## src/rtl/adc_delay_cal_sm.sv

```systemverilog
// adc_delay_cal_sm: sweeps all 32 data-delay taps, checks the ADC test pattern at each, loads the eye centre.
// Latency: cal_start to cal_done is 32*(SETTLE_CYCLES+CHECK_SAMPLES+2)+2 clk cycles; manual tap load takes 1 cycle.
// Backpressure: none; cal_start/manual_tap_wr are ignored while cal_busy, packed_adc_dat is sampled every cycle.
// Ports: clk/reset (sync, active-high); cal_start, manual_tap/manual_tap_wr and tap_default from software;
//        packed_adc_dat plus pattern_a/pattern_b for the compare; adc_buf_data_delay + adc_buf_delay_data_reset
//        to the delay block; cal_busy/cal_done/cal_fail status, pass_map and eye_start/eye_width results.
module adc_delay_cal_sm #(
    parameter int SETTLE_CYCLES = 64,
    parameter int CHECK_SAMPLES = 256,
    parameter int MIN_EYE       = 4
) (
    input  logic        clk,
    input  logic        reset,
    input  logic        cal_start,
    input  logic [25:0] packed_adc_dat,
    input  logic [11:0] pattern_a,
    input  logic [11:0] pattern_b,
    input  logic [4:0]  tap_default,
    input  logic [4:0]  manual_tap,
    input  logic        manual_tap_wr,
    output logic [4:0]  adc_buf_data_delay,
    output logic        adc_buf_delay_data_reset,
    output logic        cal_busy,
    output logic        cal_done,
    output logic        cal_fail,
    output logic [31:0] pass_map,
    output logic [4:0]  eye_start,
    output logic [5:0]  eye_width
);

    localparam logic [2:0] ST_IDLE   = 3'd0;
    localparam logic [2:0] ST_LOAD   = 3'd1;
    localparam logic [2:0] ST_SETTLE = 3'd2;
    localparam logic [2:0] ST_CHECK  = 3'd3;
    localparam logic [2:0] ST_NEXT   = 3'd4;
    localparam logic [2:0] ST_FINAL  = 3'd5;
    localparam logic [2:0] ST_DONE   = 3'd6;

    localparam int CNT_MAX = (SETTLE_CYCLES > CHECK_SAMPLES) ? SETTLE_CYCLES : CHECK_SAMPLES;
    localparam int CNT_W   = $clog2(CNT_MAX + 1);

    logic [2:0]       state;
    logic [4:0]       tap;
    logic [CNT_W-1:0] cnt;
    logic [23:0]      dat_q;       // {second sample, first sample}, over-range bits dropped
    logic             chk_vld_q;   // dat_q holds a word captured during CHECK
    logic             tap_fail_q;
    logic [4:0]       cur_start;
    logic [5:0]       cur_len;
    logic [4:0]       best_start;
    logic [5:0]       best_len;

    logic             ovr_unused;
    logic             word_bad;
    logic             pass_now;
    logic [4:0]       nxt_cur_start;
    logic [5:0]       nxt_cur_len;
    logic [4:0]       nxt_best_start;
    logic [5:0]       nxt_best_len;
    logic [5:0]       half_w;
    logic [4:0]       centre_tap;
    logic             eye_ok;

    assign ovr_unused = packed_adc_dat[13] ^ packed_adc_dat[0];
    assign cal_busy   = (state != ST_IDLE);
    assign word_bad   = (dat_q[11:0] != pattern_a) || (dat_q[23:12] != pattern_b);
    // In NEXT the last CHECK word is still in dat_q, so it is folded in here.
    assign pass_now   = !tap_fail_q && !(chk_vld_q && word_bad);

    // Run/best-window update for the tap finishing this cycle; also used to
    // produce the final result on the same edge as the last tap is recorded.
    always_comb begin
        nxt_cur_len    = pass_now ? (cur_len + 6'd1) : 6'd0;
        nxt_cur_start  = (pass_now && (cur_len == 6'd0)) ? tap : cur_start;
        nxt_best_start = best_start;
        nxt_best_len   = best_len;
        if (nxt_cur_len > best_len) begin
            nxt_best_start = nxt_cur_start;
            nxt_best_len   = nxt_cur_len;
        end
        half_w     = (nxt_best_len - 6'd1) >> 1;
        centre_tap = nxt_best_start + half_w[4:0];
        eye_ok     = (nxt_best_len >= 6'(MIN_EYE));
    end

    always_ff @(posedge clk) begin
        if (reset) begin
            state                    <= ST_IDLE;
            tap                      <= 5'd0;
            cnt                      <= '0;
            dat_q                    <= 24'd0;
            chk_vld_q                <= 1'b0;
            tap_fail_q               <= 1'b0;
            cur_start                <= 5'd0;
            cur_len                  <= 6'd0;
            best_start               <= 5'd0;
            best_len                 <= 6'd0;
            adc_buf_data_delay       <= 5'd0;
            adc_buf_delay_data_reset <= 1'b0;
            cal_done                 <= 1'b0;
            cal_fail                 <= 1'b0;
            pass_map                 <= 32'd0;
            eye_start                <= 5'd0;
            eye_width                <= 6'd0;
        end else begin
            adc_buf_delay_data_reset <= 1'b0;
            dat_q                    <= {packed_adc_dat[25:14], packed_adc_dat[12:1]};
            chk_vld_q                <= (state == ST_CHECK);
            case (state)
                ST_IDLE: begin
                    if (cal_start) begin
                        cal_done                 <= 1'b0;
                        cal_fail                 <= 1'b0;
                        pass_map                 <= 32'd0;
                        eye_start                <= 5'd0;
                        eye_width                <= 6'd0;
                        cur_start                <= 5'd0;
                        cur_len                  <= 6'd0;
                        best_start               <= 5'd0;
                        best_len                 <= 6'd0;
                        tap                      <= 5'd0;
                        // Strobe lands in the LOAD cycle with tap 0 on the bus.
                        adc_buf_data_delay       <= 5'd0;
                        adc_buf_delay_data_reset <= 1'b1;
                        state                    <= ST_LOAD;
                    end else if (manual_tap_wr) begin
                        adc_buf_data_delay       <= manual_tap;
                        adc_buf_delay_data_reset <= 1'b1;
                    end
                end
                ST_LOAD: begin
                    tap_fail_q <= 1'b0;
                    cnt        <= '0;
                    state      <= ST_SETTLE;
                end
                ST_SETTLE: begin
                    if (cnt == CNT_W'(SETTLE_CYCLES - 1)) begin
                        cnt   <= '0;
                        state <= ST_CHECK;
                    end else begin
                        cnt <= cnt + 1'b1;
                    end
                end
                ST_CHECK: begin
                    if (chk_vld_q && word_bad) begin
                        tap_fail_q <= 1'b1;
                    end
                    if (cnt == CNT_W'(CHECK_SAMPLES - 1)) begin
                        cnt   <= '0;
                        state <= ST_NEXT;
                    end else begin
                        cnt <= cnt + 1'b1;
                    end
                end
                ST_NEXT: begin
                    pass_map[tap] <= pass_now;
                    cur_start     <= nxt_cur_start;
                    cur_len       <= nxt_cur_len;
                    best_start    <= nxt_best_start;
                    best_len      <= nxt_best_len;
                    adc_buf_delay_data_reset <= 1'b1;
                    if (tap == 5'd31) begin
                        // Results and final strobe are registered here so they
                        // are presented during the FINAL cycle.
                        eye_start          <= nxt_best_start;
                        eye_width          <= nxt_best_len;
                        adc_buf_data_delay <= eye_ok ? centre_tap : tap_default;
                        cal_fail           <= !eye_ok;
                        state              <= ST_FINAL;
                    end else begin
                        tap                <= tap + 5'd1;
                        adc_buf_data_delay <= tap + 5'd1;
                        state              <= ST_LOAD;
                    end
                end
                ST_FINAL: begin
                    state <= ST_DONE;
                end
                ST_DONE: begin
                    cal_done <= 1'b1;
                    state    <= ST_IDLE;
                end
                default: begin
                    state <= ST_IDLE;
                end
            endcase
        end
    end

endmodule

```

## config.mk

```make
export PLATFORM = sky130hd
export DESIGN_NAME = adc_delay_cal_sm
export DESIGN_NICKNAME = d
export VERILOG_FILES = /design/src/rtl/adc_delay_cal_sm.sv
export SDC_FILE = /design/constraint.sdc
export NUM_CORES = 1
export LEC_CHECK = 0
export ABC_AREA = 1
export CORE_MARGIN = 2
export CORE_UTILIZATION = 46
export CTS_CLUSTER_SIZE = 8
export DETAILED_ROUTE_END_ITERATION = 6
export HOLD_SLACK_MARGIN = 0.12
export PLACE_DENSITY = 0.83
export SETUP_SLACK_MARGIN = 0.2
export SYNTH_ARGS = -nofsm -noshare
export SYNTH_HDL_FRONTEND = slang
export SYNTH_SLANG_ARGS = --single-unit
```

## constraint.sdc

```tcl
create_clock -name clk -period 4.3 [get_ports clk]
set_input_delay 0.86 -clock clk [delete_from_list [all_inputs] [get_ports clk]]
set_output_delay 0.86 -clock clk [all_outputs]
set_load 0.05 [all_outputs]
```

Word-level counts from Yosys, hierarchy flattened

Cells that the tools add are included.

Word-level logic and storage cells: 109
Register bits after elaboration: 116

Reductions and logical operators: 22
Equality and inequality tests: 18
$lt $le $gt $ge: 4
Muxes and demuxes: 43
Add/subtract/negate cells: 5

Operator list:

| operator              | count |
|---|---|
| $pmux W32 S2          | 1 |
| $pmux W5 S2           | 5 |
| $mux W5               | 9 |
| $pmux W6 S2           | 3 |
| $bwmux W32            | 1 |
| $mux W32              | 1 |
| $pmux W9 S3           | 1 |
| $mux W6               | 4 |
| $ne A12 B12 Y1        | 2 |
| $mux W9               | 2 |
| $pmux W3 S6           | 1 |
| $mux W3               | 4 |
| $add A9 B1 Y9 const B | 1 |
| $eq A3 B3 Y1 const B  | 3 |
| $eq A9 B6 Y1 const B  | 1 |
| $eq A9 B8 Y1 const B  | 1 |
| $reduce_and A3 Y1     | 3 |
| $ne A2 B2 Y1 const B  | 4 |
| $pmux W1 S2           | 4 |
| $reduce_and A2 Y1     | 4 |
| $add A6 B1 Y6 const B | 1 |
| $eq A3 B2 Y1 const B  | 2 |
| $ge A6 B3 Y1 const B  | 1 |
| $gt A6 B6 Y1          | 1 |
| 18 further kinds      | 32 |

Logic depth before layout (Yosys ltp)

Gate-level depths: netlist of run 1.

Depth in word-level cells: 13
Mapped depth: 34
Gate-level depth less buffers: 34

Least setup slack after synthesis of run 1

OpenSTA, ideal clock, no wires.

Path type: input to register
Start point: input pattern_b[10]
End point: register adc_buf_data_delay[4]
Library setup time: 125 ps
Slack: 65 ps
Cell stages on the path: 32
Arrival time: 4110 ps
Buffers on the path: 0
Cells stage by stage: nor2_1 -> nor2_1 -> nor2_1 -> nand2_1 -> nor2_1 -> nand3_2 -> a21oi_2 -> inv_2 -> nor2_1 -> ha_1 -> nand2_1 -> nor2_1 -> nand4_1 -> nand3_4 -> nand2_4 -> nand2_1 -> nand2_1 -> nor2_2 -> inv_1 -> nand2_1 -> ha_1 -> inv_1 -> fa_1 -> nor2_1 -> a211oi_1 -> nand3b_1 -> nand2_1 -> nand2_1 -> nand2_1 -> nand2_1 -> nand2_1 -> a21oi_2

Cells in the longest elaborated chain, start to end: 13
Elaborated cells between the ends (all ways): 17
Classes of those cells: add/sub (2); order compare (2); eq/ne (1); mux (7); reduce/logical (5)

Ends and longest elaborated chain:

| item                  | line | RTL |
|---|---|---|
| from (decl)           | 17   | `input logic [11:0] pattern_b,` |
| $ne A12 B12 Y1 *      | 66   | `assign word_bad = (dat_q[11:0] != pattern_a) \|\| (dat_q[23:12] != pattern_b);` |
| $logic_or A1 B1 Y1 *  | 66   |  |
| $logic_and A1 B1 Y1 * | 68   | `assign pass_now = !tap_fail_q && !(chk_vld_q && word_bad);` |
| $logic_not A1 Y1 *    | 68   |  |
| $logic_and A1 B1 Y1 * | 68   |  |
| $mux W6               | 73   | `nxt_cur_len = pass_now ? (cur_len + 6'd1) : 6'd0;` |
| $gt A6 B6 Y1          | 77   | `if (nxt_cur_len > best_len) begin` |
| $mux W6               | 77   |  |
| $sub A6 B1 Y6         | 81   | `half_w = (nxt_best_len - 6'd1) >> 1;` |
| $add A5 B5 Y5         | 82   | `centre_tap = nxt_best_start + half_w[4:0];` |
| $mux W5 *             | 167  | `adc_buf_data_delay <= eye_ok ? centre_tap : tap_default;` |
| $mux W5 *             | 162  | `if (tap == 5'd31) begin` |
| $pmux W5 S2 *         | 109  | `case (state)` |
| to (signal assigned)  | 127  | `adc_buf_data_delay <= manual_tap;` |
| to (signal assigned)  | 167  |  |
| to (signal assigned)  | 172  | `adc_buf_data_delay <= tap + 5'd1;` |
| to (decl)             | 21   | `output logic [4:0] adc_buf_data_delay,` |

Every way passes the cells marked *; elsewhere a longest branch is shown, timed or not.
A chain may end at the register's enable or synchronous reset.

Final worst setup path of run 1

Start point: input pattern_a[5]
End point: register adc_buf_data_delay[4]

Cells in the longest elaborated chain, start to end: 13
Elaborated cells between the ends (all ways): 17
Classes of those cells: add/sub (2); order compare (2); eq/ne (1); mux (7); reduce/logical (5)

Ends and longest elaborated chain:

| item                  | line | RTL |
|---|---|---|
| from (decl)           | 16   | `input logic [11:0] pattern_a,` |
| $ne A12 B12 Y1 *      | 66   |  |
| $logic_or A1 B1 Y1 *  | 66   |  |
| $logic_and A1 B1 Y1 * | 68   |  |
| $logic_not A1 Y1 *    | 68   |  |
| $logic_and A1 B1 Y1 * | 68   |  |
| $mux W6               | 73   |  |
| $gt A6 B6 Y1          | 77   |  |
| $mux W6               | 77   |  |
| $sub A6 B1 Y6         | 81   |  |
| $add A5 B5 Y5         | 82   |  |
| $mux W5 *             | 167  |  |
| $mux W5 *             | 162  |  |
| $pmux W5 S2 *         | 109  |  |

Marked as above.

==> results of run 1 <==
synth_stat cells (all sizes together):
cell      n
a211oi    2
o21ai    35
a21boi    1
a221oi    5
nand2   186
inv     137
dfxtp   116
clkbuf   25
o311ai    1
a21oi    90
o21bai    1
xnor2     3
ha       19
nor3      8
nor4      1
nor2    103
or2       6
a31oi     3
o31ai     1
xor2      6
nand3b    3
nand4     2
nand3    23
o22ai     2
buf       2
a311oi   31
o41ai     1
o211ai    3
fa        1
layout make-up:
cell class | instances | area, µm²
Fill cell | 1025 | 4120
Clock inverter | 12 | 175
Sequential cell | 116 | 2320
Multi-Input combinational cell | 537 | 3160
Timing Repair Buffer | 166 | 1480
Inverter | 137 | 524
Tap cell | 172 | 215
Clock buffer | 20 | 467
logic make-up after synthesis:
group                    Yosys count
buffers and inverters            164
AND/OR/NAND/NOR                  332
XOR/XNOR                           9
flip-flops                       116
AO/OA/AOI/OAI                    176
adder cells (fa/ha/maj)           20
final timing paths:
kind,startpoint,depth (start not counted),slack (ps),to
max,pattern_a[5],33,50,adc_buf_data_delay[4]
min,best_len[4],2,460,best_len[4]
max reg2reg,dat_q[5],33,170,adc_buf_data_delay[4]
min reg2reg,best_len[4],2,460,best_len[4]
repair_timing:
action / in CTS / in global routing
resized for setup: 132 / 51
pin swaps: 79 / 56
hold endpoints to repair: 0 / 0
setup buffers: 6 / 8
hold buffers: 0 / 0
endpoints found under the setup margin: 4 / 4
metal layers:
layer / wire (µm) / global-route usage (%)
met1: 6880 / 28.6
met2: 8080 / 41.3
met5: 0 / 0
met3: 1240 / 6.02
met4: 661 / 11.9
registers in the layout, summed over array words and instances, names as in the netlist, 6 cells and up:
name	count
cur_len	6
pass_map	32
best_len	6
eye_width	6
dat_q	24
cnt	9
power by group:
| group | switching [µW] | internal, µW |
|---|---|---|
| clock network | 510 | 1020 |
| registers | 51.1 | 1160 |
| logic | 765 | 397 |
| total | 1330 | 2570 |
metrics by stage:
| step | power [µW] | utilization, % | setup TNS, ps | area, µm² |
|---|---|---|---|---|
| after floorplan | 1920 | - | 0 | 5850 |
| after global placement | 2280 | 59.1 | -1920 | 7370 |
| after detailed placement | 2290 | 59.1 | -2510 | 7370 |
| after CTS | 3850 | 65.1 | 0 | 8120 |
| after global routing | 4070 | 66.9 | -210 | 8350 |
| final | 3900 | 66.9 | 0 | 8350 |
critical path, delay by kind of cell:
kind,cells,cell delay (ps)
compound gates,4,470
fa+ha+maj,3,620
buf+inv,5,400
simple gates,21,2180
==> summary.txt, run 1 <==
Route
  • Vias: 5967
  • Number of iterations in the first detailed-routing pass: 5
  • Vias per Instance: 5.14
  • Final ANT Viol Nets: 0
  • Detailed-route wire length: 16900 µm
  • Number of design-rule violations left by the first detailed-router iteration: 472
  • Mean routed wirelength per cell: 14.5 µm
  • Total DRC errors in the routed layout: 0

Global routing
  • Wire length of the first global-routing pass: 25800 µm
  • Pin count of the biggest net entering global routing: 63
  • GR Util All Layers: 24.3%
  • Via count of the first global-routing pass: 5591
  • Overflow after GRT: 0
  • Antenna violations before repair: 0

Cells and area
  • Most frequent cells in the layout: nand2_1 (152), inv_1 (124), dfxtp_1 (116)
  • Antenna diode instance count: 0
  • Area growth from synthesis to layout: 43.4%
  • Fin nets: 1059
  • Layout cells sized above 1: 21.1%
  • Final standard cell count with taps included and fillers excluded: 1160
  • Most common library cell in the layout ignoring fill and taps: nand2_1

Synth
  • Sequential area share after synthesis: 39.9%
  • Synthesized-area fraction occupied by ao, oa, aoi and oai cells: 18.5%
  • Syn Nets: 901
  • Arithmetic-cell share of the synthesized area counting full adders, half adders and majority gates: 4.43%
  • Average cell area after synthesis: 7.12 µm²
  • Number of synthesized register bits: 116
  • Gate count of the mapped netlist: 817
  • Multiplexer share of the synthesized area: 0%
  • Cell taking the most area after synthesis: dfxtp_1
  • Area fraction in and, or, nand and nor cells after synthesis: 25.0%
  • Synthesized area: 0.00582 mm²
  • Main area contributors after synthesis: dfxtp_1 (40%), nand2_1 (11%), inv_1 (8.6%)
  • Dominant combinational cell family by area after synthesis: simple AND/OR/NAND/NOR gates
  • Yosys warns: 0
  • Fraction of post-synthesis cell area in the top cell type by area: 39.9%
  • Xor/xnor cell area share of the yosys netlist: 1.35%
  • Number of distinct library cells after synthesis: 42

Critical path
  • CP Capture Type: flip-flop
  • Worst Path Required: 4600 ps
  • Arrival @ worst endpoint: 4550 ps
  • CP most frequent cell: nand2_1
  • Sort of element at the start of the critical path: primary input
  • Critical path class: in2reg
  • Worst stage delay on the critical path: 340 ps
  • Critical-path maximum fanout: 7
  • Max stage delay cell, worst path: fa_2

Die
  • Die width: 116 µm
  • Die outline height: 116 µm
  • Number of rows in the core area: 41
  • Ports: 116
  • CORE AREA: 0.0125 mm²
  • Initial Util: 46.7%
  • Overall die area: 0.0136 mm²

Power
  • Worst vdd ir: 0.337 mV
  • Leakage dissipation: 0.00363 µW
  • Pwr dens: 467 mW/mm²

Timing
  • Setup repair after global routing missed its margin: yes
  • Worst setup margin: 49.8 ps
  • Hold Fails Final Rpt: 0
  • Transition at the pin with the smallest max-transition slack: 799 ps
  • Fin crit period: 4250 ps
  • Worst slew slack as a fraction of its limit: 46.7%
  • Total of endpoints with negative setup slack in the final report: 0
  • Slew Limit Fails: 0
  • Period utilization: 98.8%
  • Minimum hold slack: 463 ps
  • Final clock skew: 8.46 ps
  • Max Clk Rate: 0.235 GHz

Place
  • Routability Congestion: 0.858
  • Post-Place Setup Slack: -737 ps
  • HPWL Detailed: 10800 µm
  • Buffers on Ports: 113
  • Number of instances in the placed design: 1114

Flow run
  • Maximum capacitance violations: 0

Clocking
  • Clock-pin transition on the worst setup and hold timing paths: 60 ps
  • Clock buffer depth: 2
  • H-tree levels: 4
  • TritonCTS buffer count: 17
  • CTS sink cnt: 116
  • Root Buffer Master: clkbuf_16
  • Clock tree from TritonCTS: done
  • Clock insertion delay at the later pin of the skew report: 420 ps

Worst hold path
  • Kind of path behind the tightest hold check: reg2reg

Outcome
  • Result of the run: finished, final reports clean
(Power assumes the default switching activity.)
==> run 2, diff against run 1 <==
--- a/config.mk
+++ b/config.mk
@@ -6,12 +6,14 @@
 export NUM_CORES = 1
 export LEC_CHECK = 0
 export ABC_AREA = 1
+export CELL_PAD_IN_SITES_DETAIL_PLACEMENT = 2
+export CELL_PAD_IN_SITES_GLOBAL_PLACEMENT = 2
 export CORE_MARGIN = 2
-export CORE_UTILIZATION = 46
+export CORE_UTILIZATION = 26
 export CTS_CLUSTER_SIZE = 8
 export DETAILED_ROUTE_END_ITERATION = 6
 export HOLD_SLACK_MARGIN = 0.12
-export PLACE_DENSITY = 0.83
+export PLACE_DENSITY = 0.85
 export SETUP_SLACK_MARGIN = 0.2
 export SYNTH_ARGS = -nofsm -noshare
 export SYNTH_HDL_FRONTEND = slang
==> summary.txt, run 2 (synthesis gave the netlist of run 1 again) <==
Cells and area
  • Most frequent cells in the layout: nand2_1 (148), inv_1 (126), dfxtp_1 (116)
  • Fin nets: 1074 (+1.4%)
  • Number of inserted filler cells in the final layout: 2514 (+150%)
  • Max FFs per register: 32 (unchanged)
  • Area growth from synthesis to layout: 46.8%
  • Total area of multi-input combinational cells: 0.00317 mm² (+0.20%)
  • Final core utilization: 39.0% (-28 points)
  • Leading registers by flop count: pass_map x32, dat_q x24, cnt x9
  • Post-layout instance area: 0.00854 mm² (+2.4%)
  • Register area: 0.00232 mm² (unchanged)
  • Register name with the most flops: pass_map
  • Layout cells sized above 1: 22.5% (+1.5 points)
  • Antenna diode instance count: 0 (unchanged)
  • Most common library cell in the layout ignoring fill and taps: nand2_1

Global routing
  • Wire length of the first global-routing pass: 37800 µm (+47%)
  • Via count of the first global-routing pass: 7008 (+25%)
  • Antenna violations before repair: 0 (unchanged)
  • Overflow after GRT: 0 (unchanged)
  • Pin count of the biggest net entering global routing: 63 (unchanged)
  • GR Util All Layers: 20.2% (-4.1 points)

Die
  • Overall die area: 0.0236 mm² (+74%)
  • Die outline height: 154 µm (+32%)
  • Die width: 154 µm (+32%)
  • Initial Util: 26.6% (-20 points)
  • Number of rows in the core area: 54 (+32%)
  • CORE AREA: 0.0219 mm² (+76%)
  • Ports: 116 (unchanged)

Timing
  • Slew Limit Fails: 0 (unchanged)
  • Fin crit period: 4750 ps (+502 ps)
  • Total of endpoints with negative setup slack in the final report: 3 (+3)
  • Period utilization: 111% (+12 points)
  • Worst slew slack as a fraction of its limit: 47.4% (+0.70 points)
  • Transition at the pin with the smallest max-transition slack: 788 ps (-10.6 ps)
  • Hold Fails Final Rpt: 0 (unchanged)
  • Max Clk Rate: 0.210 GHz (-11%)
  • Worst setup margin: -452 ps (-502 ps)
  • Final clock skew: 8.44 ps (-0.0192 ps)
  • Setup repair after global routing missed its margin: yes

Critical path
  • Critical path class: in2reg
  • Worst Path Required: 4640 ps (+40 ps)
  • Max stage delay cell, worst path: fa_2
  • CP Capture Type: flip-flop
  • Reg-to-reg critical path endpoint: adc_buf_data_delay[2]
  • Cell depth of the worst flop-to-flop path: 31 (-6.1%)
  • Worst stage delay on the critical path: 350 ps (about the same)
  • R2R Setup Slk: -320 ps (-490 ps)
  • Sort of element at the start of the critical path: primary input
  • Critical-path maximum fanout: 5 (-2)
  • CP most frequent cell: buf_4
  • Arrival @ worst endpoint: 5100 ps (+550 ps)
  • Source of the worst register-to-register timing path: dat_q[5]

Route
  • Top sig layer: met4
  • Mean routed wirelength per cell: 19.2 µm (+32%)
  • Detailed-routing wirelength on met1: 10000 µm (+45%)
  • Detailed-route wire length: 24600 µm (+46%)
  • Vias: 6234 (+4.5%)
  • Total DRC errors in the routed layout: 0 (unchanged)
  • Number of iterations in the first detailed-routing pass: 4 (-1)
  • Metal3 WL: 958 µm (-23%)
  • Final ANT Viol Nets: 0 (unchanged)
  • WL met2: 12900 µm (+59%)
  • Number of design-rule violations left by the first detailed-router iteration: 218 (-54%)
  • Vias per Instance: 4.86 (-5.5%)

Worst hold path
  • HP Start: best_len[4]
  • Hold Path Depth: 2 (unchanged)
  • Worst hold path endpoint: best_len[4]
  • Kind of path behind the tightest hold check: reg2reg

Power
  • Sequential share of power: 30.4% (-0.7 points)
  • Combinational share of power: 32.1% (+2.3 points)
  • Fraction of power spent switching nets: 37.5% (+3.5 points)
  • Power dissipated by switching net loads: 1500 µW (+13%)
  • Pwr dens: 468 mW/mm² (+0.16%)
  • Leakage dissipation: 0.00367 µW (+1.1%)
  • Worst vdd ir: 0.315 mV (-6.6%)
  • Internal power: 2500 µW (-2.9%)
  • Clock group share of total power: 37.5% (-1.6 points)

Clocking
  • Clock-pin transition on the worst setup and hold timing paths: 60 ps (about the same)
  • H-tree levels: 4 (unchanged)
  • CTS sink cnt: 116 (unchanged)
  • Hold bufs inserted after CTS: 0 (unchanged)
  • Clock buffer depth: 2 (unchanged)
  • TritonCTS buffer count: 17 (unchanged)
  • Root Buffer Master: clkbuf_16
  • Clock tree from TritonCTS: done
  • Clock insertion delay at the later pin of the skew report: 430 ps (about the same)

Place
  • Routability Congestion: 0.794 (-7.4%)
  • Buffers on Ports: 113 (unchanged)
  • HPWL Detailed: 15200 µm (+41%)
  • Total placed instance area: 0.00759 mm² (+3.0%)
  • Post-Place Setup Slack: -997 ps (-260 ps)

Outcome
  • Violations in the final reports: negative setup slack
  • Result of the run: finished, violations left

Flow run
  • Maximum capacitance violations: 0 (unchanged)
-- run 2: how the worst max path moves through the flow --
stage | startpoint | to | slack [ps] | depth (start not counted)
final | pattern_a[5] | adc_buf_data_delay[2] | -450 | 31
after global routing | pattern_a[5] | adc_buf_data_delay[4] | -700 | 33
after CTS | pattern_b[0] | adc_buf_data_delay[4] | -60 | 33
after detailed placement | pattern_b[4] | adc_buf_data_delay[4] | -1000 | 34
after global placement | pattern_b[7] | adc_buf_data_delay[4] | -730 | 34
after floorplan | pattern_a[4] | adc_buf_data_delay[4] | 190 | 31
-- run 2: cell type report --
| cell class | count | area share [%] |
|---|---|---|
| Timing Repair Buffer | 181 | 18.5 |
| Clock inverter | 15 | 2.09 |
| Inverter | 137 | 6.11 |
| Tap cell | 280 | 4.10 |
| Clock buffer | 17 | 4.98 |
| Sequential cell | 116 | 27.2 |
| Multi-Input combinational cell | 537 | 37.1 |
-- run 2: repair_timing --
action | 4_1_cts | 5_1_grt
pin swaps | 82 | 38
setup endpoints to repair | 5 | 4
gates resized for setup | 149 | 32
setup buffers | 9 | 9
-- run 2: stage by stage --
stage,power [µW],cells,TNS [ps],hold slack (ps)
finish,4000,1283,-1140,482
global route,4180,1283,-2040,526
CTS,3960,1274,-59.2,473
detailed placement,2370,1233,-3360,461
global placement,2330,1233,-2350,452
floorplan,1920,817,0,442
-- run 2: metal layers --
| layer | global-route usage (%) | vias to the layer above |
|---|---|---|
| li1 | - | 2981 |
| met1 | 22.8 | 3051 |
| met2 | 37.9 | 158 |
| met3 | 3.58 | 44 |
| met4 | 7.25 | 0 |
| met5 | 0 | - |
-- run 2: power groups by stage --
stage / clock, µW / combinational (µW) / sequential [µW]
after CTS: 1530 / 1220 / 1210
final: 1500 / 1280 / 1210
after floorplan: 0 / 509 / 1410
after global placement: 0 / 1100 / 1230
after global routing: 1580 / 1380 / 1220
after detailed placement: 0 / 1140 / 1230
-- run 2: critical path: cells and delay by family --
kind	cells	cell delay [ps]
xor+xnor	1	150
buf+inv	9	1040
compound gates	5	740
simple gates	13	1550
fa+ha+maj	3	750
==> run 3, diff against run 2 <==
--- a/config.mk
+++ b/config.mk
@@ -13,7 +13,7 @@
 export CTS_CLUSTER_SIZE = 8
 export DETAILED_ROUTE_END_ITERATION = 6
 export HOLD_SLACK_MARGIN = 0.12
-export PLACE_DENSITY = 0.85
+export PLACE_DENSITY_LB_ADDON = 0.1
 export SETUP_SLACK_MARGIN = 0.2
 export SYNTH_ARGS = -nofsm -noshare
 export SYNTH_HDL_FRONTEND = slang
==> summary.txt, run 3 (synthesis gave the netlist of run 1 again) <==
Timing
  • Fin crit period: 4460 ps (-296 ps)
  • Hold Fails Final Rpt: 0 (unchanged)
  • Max Clk Rate: 0.224 GHz (+6.6%)
  • Slew Limit Fails: 0 (unchanged)
  • Setup repair after global routing missed its margin: yes
  • Worst setup margin: -157 ps (+296 ps)
  • Period utilization: 104% (-6.9 points)
  • Worst slew slack as a fraction of its limit: 49.7% (+2.3 points)
  • Transition at the pin with the smallest max-transition slack: 755 ps (-33.0 ps)
  • Total of endpoints with negative setup slack in the final report: 2 (-1)
  • Minimum hold slack: 475 ps (-7.40 ps)
  • Final clock skew: 12.4 ps (+3.94 ps)
  • Setup Total Neg Slack: -171 ps (+967 ps)

Clocking
  • Root Buffer Master: clkbuf_16
  • Clock buffer depth: 2 (unchanged)
  • CTS sink cnt: 116 (unchanged)
  • Clock-pin transition on the worst setup and hold timing paths: 60 ps (about the same)
  • Clock tree from TritonCTS: done
  • Clock insertion delay at the later pin of the skew report: 430 ps (about the same)
  • TritonCTS buffer count: 17 (unchanged)
  • H-tree levels: 4 (unchanged)

Cells and area
  • Max FFs per register: 32 (unchanged)
  • Post-layout instance area: 0.00868 mm² (+1.6%)
  • Fin nets: 1074 (unchanged)
  • Total area of multi-input combinational cells: 0.00327 mm² (+3.2%)
  • Number of inserted filler cells in the final layout: 2463 (-2.0%)
  • Most common library cell in the layout ignoring fill and taps: nand2_1
  • Most frequent cells in the layout: nand2_1 (145), inv_1 (119), dfxtp_1 (116)
  • Area growth from synthesis to layout: 49.1%
  • Leading registers by flop count: pass_map x32, dat_q x24, cnt x9
  • Register area: 0.00232 mm² (unchanged)
  • Antenna diode instance count: 0 (unchanged)
  • Layout cells sized above 1: 24.4% (+1.9 points)
  • Register name with the most flops: pass_map

Critical path
  • CP most frequent cell: nand2_1
  • Critical-path maximum fanout: 6 (+1)
  • Critical path class: in2reg
  • Worst Path Required: 4600 ps (-40 ps)
  • Family with the most delay on the worst path: simple AND/OR/NAND/NOR gates
  • Source of the worst register-to-register timing path: dat_q[0]
  • Max stage delay cell, worst path: ha_4
  • Critical path buffers and inverters: 4 (-5)
  • R2R Setup Slk: -80 ps (+240 ps)
  • Reg-to-reg critical path endpoint: adc_buf_data_delay[4]
  • Arrival @ worst endpoint: 4760 ps (-340 ps)
  • CP Capture Type: flip-flop
  • Sort of element at the start of the critical path: primary input
  • Cell depth of the worst flop-to-flop path: 34 (+9.7%)
  • Worst stage delay on the critical path: 280 ps (-70 ps)

Worst hold path
  • Kind of path behind the tightest hold check: reg2reg
  • Worst hold path endpoint: cur_start[3]
  • Hold Path Depth: 2 (unchanged)
  • HP Start: cur_start[3]

Power
  • Clock group share of total power: 35.6% (-1.9 points)
  • Internal power: 2360 µW (-5.3%)
  • Fraction of power spent switching nets: 39.0% (+1.5 points)
  • Leakage dissipation: 0.00368 µW (+0.51%)
  • Sequential share of power: 31.4% (+1.0 points)
  • Worst vdd ir: 0.217 mV (-31%)
  • Pwr dens: 447 mW/mm² (-4.5%)
  • Power dissipated by switching net loads: 1510 µW (+0.88%)
  • Combinational share of power: 33.1% (+1.0 points)

Global routing
  • Antenna violations before repair: 0 (unchanged)
  • GR Util All Layers: 19.1% (-1.2 points)
  • Overflow after GRT: 0 (unchanged)
  • Via count of the first global-routing pass: 6777 (-3.3%)
  • Pin count of the biggest net entering global routing: 63 (unchanged)
  • Wire length of the first global-routing pass: 35900 µm (-4.9%)

Place
  • Total placed instance area: 0.00756 mm² (-0.40%)
  • Routability Congestion: 0.774 (-2.6%)
  • Post-Place Setup Slack: -1010 ps (-9.48 ps)
  • HPWL Detailed: 15400 µm (+1.7%)
  • Buffers on Ports: 113 (unchanged)

Die
  • Initial Util: 26.6% (unchanged)
  • Number of rows in the core area: 54 (unchanged)
  • Die outline height: 154 µm (unchanged)
  • Overall die area: 0.0236 mm² (unchanged)
  • CORE AREA: 0.0219 mm² (unchanged)
  • Die width: 154 µm (unchanged)
  • Ports: 116 (unchanged)

Flow run
  • Maximum capacitance violations: 0 (unchanged)

Outcome
  • Result of the run: finished, violations left
  • Violations in the final reports: negative setup slack

Route
  • Vias per Instance: 4.71 (-3.0%)
  • Vias: 6045 (-3.0%)
  • Detailed-route wire length: 23000 µm (-6.6%)
  • Final ANT Viol Nets: 0 (unchanged)
  • Total DRC errors in the routed layout: 0 (unchanged)
  • Mean routed wirelength per cell: 17.9 µm (-6.6%)
  • Number of design-rule violations left by the first detailed-router iteration: 204 (-6.4%)
  • Number of iterations in the first detailed-routing pass: 4 (unchanged)
-- run 3: cell count changes in the layout (fill, tap and decap cells not counted), sizes merged --
cell      previous run  this run
inv                140       147
bufinv               3         0
clkinv               5         2
clkinvlp             4         3
-- run 3: area by class of cell --
class / count / share of cell area, %
Multi-Input combinational cell: 537 / 37.7
Timing Repair Buffer: 181 / 19.0
Tap cell: 280 / 4.04
Clock inverter: 15 / 1.56
Sequential cell: 116 / 26.8
Clock buffer: 17 / 4.90
Inverter: 137 / 6.07
-- run 3: worst max path at each step --
stage,from,to,slack (ps),cells past startpoint
6_report,pattern_a[1],adc_buf_data_delay[4],-160,33
5_1_grt,pattern_a[9],adc_buf_data_delay[4],-400,35
4_1_cts,pattern_b[5],adc_buf_data_delay[4],20,33
3_5_place_dp,pattern_b[3],adc_buf_data_delay[4],-1010,34
3_3_place_gp,pattern_b[3],adc_buf_data_delay[4],-800,34
2_1_floorplan,pattern_a[4],adc_buf_data_delay[4],190,31
-- run 3: what timing repair did --
item,4_1_cts,5_1_grt
endpoints found under the hold margin,0,0
endpoints found under the setup margin,7,4
pin swaps,82,54
gates resized for setup,159,65
setup buffers,14,8
hold buffers,0,0
-- run 3: worst register-to-register path: cells and delay by family (launching register included) --
family,cells,cell delay [ps]
adder cells (fa/ha/maj),2,510
AND/OR/NAND/NOR,24,2350
flip-flops,1,430
AO/OA/AOI/OAI,4,430
buffers and inverters,4,520
-- run 3: through the flow --
step,util (%),total power [µW],cells
after floorplan,-,1920,817
after global placement,34.5,2320,1229
after detailed placement,34.5,2370,1229
after CTS,38.2,3850,1275
after global routing,39.6,4100,1283
final,39.6,3880,1283
-- run 3: metal layers --
metal,global-route usage [%],part of all wire [%]
met1,22.4,43
met5,0,0
met4,4.54,1.7
met3,4.23,3.3
met2,35.1,52
-- run 3: power groups by stage --
stage               sequential (µW)  clock [µW]  combinational [µW]
global route                   1230        1480                1390
finish                         1220        1380                1280
CTS                            1210        1420                1210
floorplan                      1410           0                 509
detailed placement             1240           0                1140
global placement               1230           0                1090
